`src/rtl/alu_operand_fetch_if.sv`:
```
// alu_operand_fetch_if: instruction intake, ALU operand and writeback bundle
// for the operand-fetch stage. The slave modport is the fetch stage itself;
// the master modport is the surrounding pipeline (upstream, ALU, writeback).
interface alu_operand_fetch_if #(
  parameter int unsigned DATA_W = 32,
  parameter int unsigned ADDR_W = 5
);
  // Upstream instruction handshake
  logic              in_valid;
  logic              in_ready;
  logic [31:0]       instr;
  // Operands towards the ALU
  logic              out_valid;
  logic              out_ready;
  logic [5:0]        opcode;
  logic [DATA_W-1:0] reg_rs1;
  logic [DATA_W-1:0] reg_rs2;
  logic [ADDR_W-1:0] rd_addr;
  // Writeback port
  logic              wb_en;
  logic [ADDR_W-1:0] wb_addr;
  logic [DATA_W-1:0] wb_data;

  modport master (
    output in_valid, instr, out_ready, wb_en, wb_addr, wb_data,
    input  in_ready, out_valid, opcode, reg_rs1, reg_rs2, rd_addr
  );

  modport slave (
    input  in_valid, instr, out_ready, wb_en, wb_addr, wb_data,
    output in_ready, out_valid, opcode, reg_rs1, reg_rs2, rd_addr
  );
endinterface

```
`src/rtl/alu_operand_fetch.sv`:
```
// alu_operand_fetch: decodes instructions, reads the register file, stalls on
// RAW hazards via a per-register pending scoreboard and registers operands for
// the ALU. Optional build macro OPFETCH_WB_BYPASS_EN forwards same-cycle
// writeback data into the read path and masks the matching pending bit.
module alu_operand_fetch #(
  parameter int unsigned DATA_W = 32,
  parameter int unsigned NREGS  = 32
) (
  input logic              clk,
  input logic              rst_n,
  alu_operand_fetch_if.slave bus
);

  localparam int unsigned ADDR_W = $clog2(NREGS);
  localparam int unsigned OPC_W  = 6;
  localparam int unsigned IMM_W  = 16;

  // Architectural state
  logic [DATA_W-1:0] r_regs [NREGS];
  logic [NREGS-1:0]  r_pending;

  // Output register towards the ALU
  logic              r_out_valid;
  logic [OPC_W-1:0]  r_opcode;
  logic [DATA_W-1:0] r_rs1_val;
  logic [DATA_W-1:0] r_rs2_val;
  logic [ADDR_W-1:0] r_rd_addr;

  // Decode
  logic [OPC_W-1:0]  w_opcode;
  logic [ADDR_W-1:0] w_rd;
  logic [ADDR_W-1:0] w_rs1;
  logic [ADDR_W-1:0] w_rs2;
  logic [IMM_W-1:0]  w_imm;
  logic              w_imm_form;

  logic              w_wb_hit;
  logic [NREGS-1:0]  w_pend_eff;
  logic [NREGS-1:0]  w_pending_nxt;
  logic [DATA_W-1:0] w_rs1_val;
  logic [DATA_W-1:0] w_rs2_val;
  logic [DATA_W-1:0] w_b_val;
  logic              w_hazard;
  logic              w_in_ready;
  logic              w_accept;

  assign w_opcode   = bus.instr[31:26];
  assign w_rd       = bus.instr[25:21];
  assign w_rs1      = bus.instr[20:16];
  assign w_rs2      = bus.instr[15:11];
  assign w_imm      = bus.instr[15:0];
  assign w_imm_form = w_opcode[4];

  // r0 is hardwired to zero, so writebacks to it are dropped everywhere
  assign w_wb_hit = bus.wb_en && (bus.wb_addr != '0);

`ifdef OPFETCH_WB_BYPASS_EN
  logic [NREGS-1:0] w_wb_mask;

  // One-hot of the register being written back this cycle
  always_comb begin
    w_wb_mask = '0;
    if (w_wb_hit) w_wb_mask[bus.wb_addr] = 1'b1;
  end

  // A register completing writeback this cycle is no longer a hazard
  always_comb begin
    w_pend_eff = r_pending & ~w_wb_mask;
  end

  // Register reads with same-cycle writeback forwarding
  always_comb begin
    w_rs1_val = '0;
    w_rs2_val = '0;
    if (w_rs1 != '0) w_rs1_val = r_regs[w_rs1];
    if (w_rs2 != '0) w_rs2_val = r_regs[w_rs2];
    if (w_wb_hit && (bus.wb_addr == w_rs1)) w_rs1_val = bus.wb_data;
    if (w_wb_hit && (bus.wb_addr == w_rs2)) w_rs2_val = bus.wb_data;
  end
`else
  // Without bypass the hazard check sees the raw pending bits
  always_comb begin
    w_pend_eff = r_pending;
  end

  // Register reads return the pre-write value
  always_comb begin
    w_rs1_val = '0;
    w_rs2_val = '0;
    if (w_rs1 != '0) w_rs1_val = r_regs[w_rs1];
    if (w_rs2 != '0) w_rs2_val = r_regs[w_rs2];
  end
`endif

  // Operand B: zero-extended immediate or rs2 value
  always_comb begin
    w_b_val = w_rs2_val;
    if (w_imm_form) w_b_val = DATA_W'(w_imm);
  end

  // RAW hazard: rs1 pending, or rs2 pending in register form
  always_comb begin
    w_hazard = w_pend_eff[w_rs1];
    if (!w_imm_form && w_pend_eff[w_rs2]) w_hazard = 1'b1;
  end

  assign w_in_ready = !w_hazard && (!r_out_valid || bus.out_ready);
  assign w_accept   = bus.in_valid && w_in_ready;

  // Scoreboard update; a set on accept wins over a same-register clear
  always_comb begin
    w_pending_nxt = r_pending;
    if (w_wb_hit) w_pending_nxt[bus.wb_addr] = 1'b0;
    if (w_accept && (w_rd != '0)) w_pending_nxt[w_rd] = 1'b1;
    w_pending_nxt[0] = 1'b0;
  end

  // Pending scoreboard register
  always_ff @(posedge clk or negedge rst_n) begin
    if (!rst_n) begin
      r_pending <= '0;
    end else begin
      r_pending <= w_pending_nxt;
    end
  end

  // Register file write port; contents are cleared by reset
  always_ff @(posedge clk or negedge rst_n) begin
    if (!rst_n) begin
      for (int i = 0; i < int'(NREGS); i++) r_regs[i] <= '0;
    end else if (w_wb_hit) begin
      r_regs[bus.wb_addr] <= bus.wb_data;
    end
  end

  // Operand output register: load on accept, drop valid once consumed
  always_ff @(posedge clk or negedge rst_n) begin
    if (!rst_n) begin
      r_out_valid <= 1'b0;
      r_opcode    <= '0;
      r_rs1_val   <= '0;
      r_rs2_val   <= '0;
      r_rd_addr   <= '0;
    end else if (w_accept) begin
      r_out_valid <= 1'b1;
      r_opcode    <= w_opcode;
      r_rs1_val   <= w_rs1_val;
      r_rs2_val   <= w_b_val;
      r_rd_addr   <= w_rd;
    end else if (r_out_valid && bus.out_ready) begin
      r_out_valid <= 1'b0;
    end
  end

  assign bus.in_ready  = w_in_ready;
  assign bus.out_valid = r_out_valid;
  assign bus.opcode    = r_opcode;
  assign bus.reg_rs1   = r_rs1_val;
  assign bus.reg_rs2   = r_rs2_val;
  assign bus.rd_addr   = r_rd_addr;

endmodule
```
`src/flat_wrapper.sv`:
```
// flat-port wrapper written by rule: the top's interface ports become plain ports
module alu_operand_fetch_flat 
#(
  parameter int unsigned DATA_W = 32,
  parameter int unsigned NREGS  = 32
)
  (clk, rst_n, bus_in_valid, bus_instr, bus_out_ready, bus_wb_en, bus_wb_addr, bus_wb_data, bus_in_ready, bus_out_valid, bus_opcode, bus_reg_rs1, bus_reg_rs2, bus_rd_addr);
  alu_operand_fetch_if #(.DATA_W(DATA_W)) bus_i ();
  input logic clk;
  input logic rst_n;
  input wire logic [$bits(bus_i.in_valid)-1:0] bus_in_valid;
  input wire logic [$bits(bus_i.instr)-1:0] bus_instr;
  input wire logic [$bits(bus_i.out_ready)-1:0] bus_out_ready;
  input wire logic [$bits(bus_i.wb_en)-1:0] bus_wb_en;
  input wire logic [$bits(bus_i.wb_addr)-1:0] bus_wb_addr;
  input wire logic [$bits(bus_i.wb_data)-1:0] bus_wb_data;
  output wire logic [$bits(bus_i.in_ready)-1:0] bus_in_ready;
  output wire logic [$bits(bus_i.out_valid)-1:0] bus_out_valid;
  output wire logic [$bits(bus_i.opcode)-1:0] bus_opcode;
  output wire logic [$bits(bus_i.reg_rs1)-1:0] bus_reg_rs1;
  output wire logic [$bits(bus_i.reg_rs2)-1:0] bus_reg_rs2;
  output wire logic [$bits(bus_i.rd_addr)-1:0] bus_rd_addr;
  assign bus_i.in_valid = bus_in_valid;
  assign bus_i.instr = bus_instr;
  assign bus_i.out_ready = bus_out_ready;
  assign bus_i.wb_en = bus_wb_en;
  assign bus_i.wb_addr = bus_wb_addr;
  assign bus_i.wb_data = bus_wb_data;
  assign bus_in_ready = bus_i.in_ready;
  assign bus_out_valid = bus_i.out_valid;
  assign bus_opcode = bus_i.opcode;
  assign bus_reg_rs1 = bus_i.reg_rs1;
  assign bus_reg_rs2 = bus_i.reg_rs2;
  assign bus_rd_addr = bus_i.rd_addr;
  alu_operand_fetch #(.DATA_W(DATA_W), .NREGS(NREGS)) u_core (.clk(clk), .rst_n(rst_n), .bus(bus_i));
endmodule
```
`config.mk`:
```
export PLATFORM = sky130hd
export DESIGN_NAME = alu_operand_fetch_flat
export DESIGN_NICKNAME = d
export VERILOG_FILES = /design/src/rtl/alu_operand_fetch_if.sv /design/src/rtl/alu_operand_fetch.sv /design/src/flat_wrapper.sv
export SDC_FILE = /design/constraint.sdc
export NUM_CORES = 2
export LEC_CHECK = 0
export CORE_UTILIZATION = 50
export DETAILED_ROUTE_END_ITERATION = 8
export GPL_TIMING_DRIVEN = 1
export PLACE_DENSITY = 0.69
export SLEW_MARGIN = 0
export SYNTH_ARGS = -nofsm -noshare
export SYNTH_HDL_FRONTEND = slang
export SYNTH_SLANG_ARGS = --single-unit
```
`constraint.sdc`:
```
create_clock -name clk -period 3.8 [get_ports clk]
set_clock_uncertainty 0.2 [all_clocks]
set_input_delay 0.38 -clock clk [delete_from_list [all_inputs] [get_ports clk]]
set_output_delay 0.38 -clock clk [all_outputs]
set_load 0.02 [all_outputs]
```
# Yosys cells after proc, flatten, opt, wreduce, memory -nomap -nowiden
# Cells that the tools add are included.
# totals
register_bits	1131
latch_bits	0
ramBits	0
mem_bits_ro	0
input_bits	74
out_inout_bits	77
mem_count	0
# classes
n_addsub	0
n_mul	0
div_mod_pow	0
n_lt_le_gt_ge	10
n_eq_ne	0
n_shift	0
mux	25
bitwise_logic	6
n_reduce_logical	18
# op_table
operator	count
bitwise mux 1024 bit	1
binary-select mux 32 bit (select 5 bit)	2
two-way mux 32 bit	10
demux 32 bit (select 5 bit)	1
bitwise AND 32 bit	1
inverter 32 bit	1
OR 32 bit	1
less-than comparator 5 x 6 -> 1 bit (second input constant)	4
nonzero test 5 bit	4
greater-or-equal comparator 6 bit (second input constant)	3
inverter 5 -> 6 bit	3
binary-select mux 1 bit (select 5 bit)	2
demux 1 bit (select 5 bit)	2
greater-or-equal comparator 5 x 1 -> 1 bit (second input constant)	2
logical AND 1 bit	9
two-way mux 1 bit	7
less-than comparator 6 x 1 -> 1 bit (second input constant)	1
zero test 1 bit	3
nonzero test 2 bit	1
logical OR 1 bit	1

# Longest topological paths before layout
# depth
ltp_word	9
depth_mapped	11
depth_no_buf	6

# Worst setup path before layout
# Ideal clock, no wire load.
# synth_timing
path_kind	input port to flip-flop
startpoint	in bus_instr[16]
endpoint	reg u_core.r_rs1_val[28], in the netlist u_core.bus.reg_rs1[28]
setup_time_ns	0.125
t_arrival_ns	2.958
required_ns	3.475
setup_slack_ns	0.517
stages	9
n_path_buf	4
cell_sequence	buf_2 > buf_2 > buf_2 > buf_1 > mux4_2 > mux4_2 > nand2_1 > o21ai_0 > mux2_4
# synth_via
elab_chain_cells	6
elab_cells_between_ends	12
classes_between	7 x mux; 1 x bitwise; 4 x reduce/logical
# synth_lines
item	line_no	text
start: declaration	flat_wrapper.sv:12	input wire logic [$bits(bus_i.instr)-1:0] bus_instr;
binary-select mux 1 bit (select 5 bit)	alu_operand_fetch.sv:103	w_hazard = w_pend_eff[w_rs1];
two-way mux 1 bit (implied by the code)	alu_operand_fetch.sv:103	
two-way mux 1 bit	alu_operand_fetch.sv:104	if (!w_imm_form && w_pend_eff[w_rs2]) w_hazard = 1'b1;
zero test 1 bit	alu_operand_fetch.sv:107	assign w_in_ready = !w_hazard && (!r_out_valid || bus.out_ready);
logical AND 1 bit	alu_operand_fetch.sv:107	
logical AND 1 bit	alu_operand_fetch.sv:108	assign w_accept = bus.in_valid && w_in_ready;
end signal: assignment	alu_operand_fetch.sv:147	r_rs1_val <= w_rs1_val;
end: declaration	alu_operand_fetch.sv:25	logic [DATA_W-1:0] r_rs1_val;
# Parallel ways exist; a longest one is shown, timed or not. The select of a mux whose other input is x is not followed.
# A chain may end at the register's enable or synchronous reset.

# Worst setup path in the final report
# layout_timing
startpoint	reg u_core.r_pending[27]
endpoint	out bus_in_ready
# layout_via
elab_chain_cells	6
elab_cells_between_ends	8
classes_between	5 x mux; 3 x reduce/logical
# layout_lines
item	line_no	text
start: declaration	alu_operand_fetch.sv:20	logic [NREGS-1:0] r_pending;
start signal: assignment	alu_operand_fetch.sv:123	r_pending <= w_pending_nxt;
binary-select mux 1 bit (select 5 bit)	alu_operand_fetch.sv:104	
two-way mux 1 bit (implied by the code)	alu_operand_fetch.sv:104	
logical AND 1 bit	alu_operand_fetch.sv:104	
two-way mux 1 bit (*)	alu_operand_fetch.sv:104	
zero test 1 bit (*)	alu_operand_fetch.sv:107	
logical AND 1 bit (*)	alu_operand_fetch.sv:107	
end: declaration	flat_wrapper.sv:17	output wire logic [$bits(bus_i.in_ready)-1:0] bus_in_ready;
# Every way passes the cells marked *; elsewhere a longest branch is shown, timed or not. The select of a mux whose other input is x is not followed.

==> reports/summary.txt <==
# port buffers: 150
Design Power: 36.60 mW
post-route cell area: 66510 µm²
first-pass GRT wire length: 259800 µm
VDD IR max: 438.7 µV
H-tree depth: 3
r2r setup slk: 0.72 ns
RSZ-0062 raised after global routing: false
number of synthesis warnings: 0
initial antenna violation count: 2
Sw Pwr: 9.931 mW
routed len/inst: 32.44 µm
Final Wtd Congestion: 0.8205
worst hold-check path type: in2async
Final Hold Vio Count: 0
largest net degree at the start of global routing: 147
drt total wl: 174300 µm
CTS tree: done
vias per cell: 6.803
# nets final: 3823
area share of the largest cell type after synthesis: 0.4820
clock power share: 0.335
CTS sink cnt: 1131
P_leak: 28.66 nW
CP max stage cell: mux4_2
Die Height: 344.7 µm
Crit Path Class: reg2out
FP Rows: 125
Seq pwr share: 0.445
outcome: finished, final reports clean
max cap viols: 0
worst-path cell chain: mux4_2 -> mux2_2 -> o2111ai_1 -> nand2_1 -> nor4_2 -> dlygate4sd2_1
GRT overflow: 0
Worst Setup End Kind: primary output
layout cells sized above 1: 0.5274
Final setup viols: 0
reg2reg end: u_core.bus.reg_rs2[7]
Placed Area: 62400 µm²
DR pass1 iterations: 7
Die X: 344.7 µm
Avg Cell Area, Syn: 15.62 µm²
Distinct cells, synth: 44
P_int: 26.67 mW
Root Driver: clkbuf_16
total number of vias: 36550
area leader, netlist: dfrtp_1
relative slew slack: 0.1653
prevailing post-synth register cell: dfrtp_1
#FFs+latches synth: 1131
clk slew on worst S/H paths: 0.06 ns
worst r2r src: u_core.r_pending[27]
CP max FO: 3
# IOs: 151
Layout Utilization: 0.5715
post-route clock period utilization: 0.9316
Startpoint Class: register
number of global-route vias before repair: 37530
postcts setup bufs: 0
Max Slew Vio Count: 0
Max Buffers Root-to-Sink: 3
Setup TNS: 0 ns
main area contributors after synthesis: dfrtp_1, mux4_2, mux2_2
Worst path max stage delay: 0.47 ns
Netlist Area Pre-Place: 58720 µm²
TritonCTS Buffers: 118
Seq/Total Area, Yosys: 0.4820
Synth Instances: 3759
min cycle time layout: 3.540 ns
total global-route track usage: 0.2999
Layout area overhead: 13.26%
R2R depth: 7
Worst Path Required: 3.22 ns
Largest delay share family, worst path: multiplexers
post-route ant nets: 0
CP arrival: 2.96 ns
Post-synth EDFFs: 0
fillers: 9098
residual DRC count: 0
worst-margin pin slew: 1.248 ns
P per Cell Area: 550.3 nW/µm²
Synthesized Nets: 3833
max frequency: 0.2825 GHz
Synth async-reset ratio: 1.000
worst skew pair latency: 0.71 ns
Buf+Inv Stages, Crit Path: 1
DP Wirelength: 98380 µm
Core Box Area: 116400 µm²
Starting DRT DRC Count: 3890
Logic pwr share: 0.220
initial core utilization: 0.5046
Die Area: 118800 µm²
Switching Fraction: 0.2713
==> synth_stat cells, drive strengths merged (7+ instances only) <==
cell type,instances
a21oi,15
buf,143
nand2b,8
o22ai,33
dfrtp,1131
nand3,17
a22oi,41
nand2,76
a22o,15
nor3,7
nor2,27
clkbuf,282
o21ai,49
a31oi,13
mux2,1056
a32o,31
mux4,576
mux2i,129
inv,64
==> flip-flops by register name (all words and copies together) (netlist names) <==
register and count:
u_core.bus.reg_rs2 32, u_core.bus.reg_rs1 32, u_core.bus.rd_addr 5, u_core.bus.opcode 6
u_core.bus.out_valid 1, u_core.r_pending 31, u_core.r_regs 1024
==> layer usage <==
layer,share of wire,routed length (µm),GRT usage,vias to the layer above
li1,-,-,-,14470
met1,0.42,73840,0.4429,20110
met2,0.45,78850,0.4451,1662
met3,0.094,16330,0.06662,304
met4,0.030,5243,0.09279,2
met5,0.000075,13,0,-
==> metrics by stage <==
stage          worst slack [ns]  cells  hold slack [ns]
2_1_floorplan            0.5169   3759          -0.1156
3_3_place_gp             0.3369   5152           0.1626
3_5_place_dp             0.3945   5152           0.1635
4_1_cts                  0.2769   5371          0.01583
5_1_grt                  0.2150   5372          0.07730
6_report                 0.2601   5372          0.05439
==> cell usage in the layout (no fill, tap or decap), types with 16 or more instances in the layout <==
cell type	netlist	routed
a22oi_1	41	41
a32o_1	31	31
buf_12	0	48
buf_4	0	99
clkbuf_1	282	24
clkbuf_16	0	120
clkbuf_8	0	26
clkdlybuf4s50_1	0	138
clkinv_2	0	27
dfrtp_1	1131	1131
inv_1	64	64
mux2_2	1033	1033
mux2_4	23	23
mux2i_1	129	129
mux4_2	576	576
nand2_1	76	65
nand3_1	17	16
o21ai_0	49	49
o22ai_1	33	33
==> power groups by stage <==
stage	clock network (mW)	logic [mW]	registers, mW
2_1_floorplan	0	5.53	16.1
3_3_place_gp	0	7.88	16.3
3_5_place_dp	0	8.04	16.4
4_1_cts	12.4	8.07	16.2
5_1_grt	12.9	8.59	16.6
6_report	12.3	8.04	16.3
==> layout make-up <==
class                           count  area, µm²  share of cell area
Antenna cell                        1      2.502          0.00003763
Clock buffer                      170       3451             0.05189
Clock inverter                     48      646.9            0.009727
Inverter                           66      249.0            0.003744
Multi-Input combinational cell   2137      28750              0.4322
Sequential cell                  1131      28300              0.4256
Tap cell                         1524       1907             0.02867
Timing Repair Buffer              295       3201             0.04813
==> what timing repair did <==
item | 4_1_cts | 5_1_grt
setup endpoints to repair | 1 | 0
hold buffers | 1 | 0
gates resized for setup | 1 | 0
endpoints found under the hold margin | 309 | 0
==> cell families after synthesis <==
group | Yosys count | share of synthesized area
AOI/OAI and AO/OA | 209 | 0.02478
and+or+nand+nor | 167 | 0.01319
buffers and inverters | 491 | 0.03316
muxes | 1761 | 0.4469
DFF | 1131 | 0.4820
==> worst register-to-register path, cell delays in order (launching register included) <==
cell and delay, ns:
dfrtp_1 0.40, mux4_2 0.47, mux2_2 0.28, o2111ai_1 0.23
nand3_1 0.11, or4_4 0.49, buf_4 0.33, mux2_4 0.43
==> worst max path at each step <==
stage,startpoint,endpoint,cells after the start
2_1_floorplan,bus_instr[16],u_core.bus.reg_rs1[28],9
3_5_place_dp,bus_instr[17],bus_in_ready,7
5_1_grt,u_core.r_pending[27],bus_in_ready,6
4_1_cts,u_core.r_pending[27],bus_in_ready,6
3_3_place_gp,bus_instr[17],bus_in_ready,7
6_report,u_core.r_pending[27],bus_in_ready,6
No activity file was read; power rests on OpenSTA's default activity.
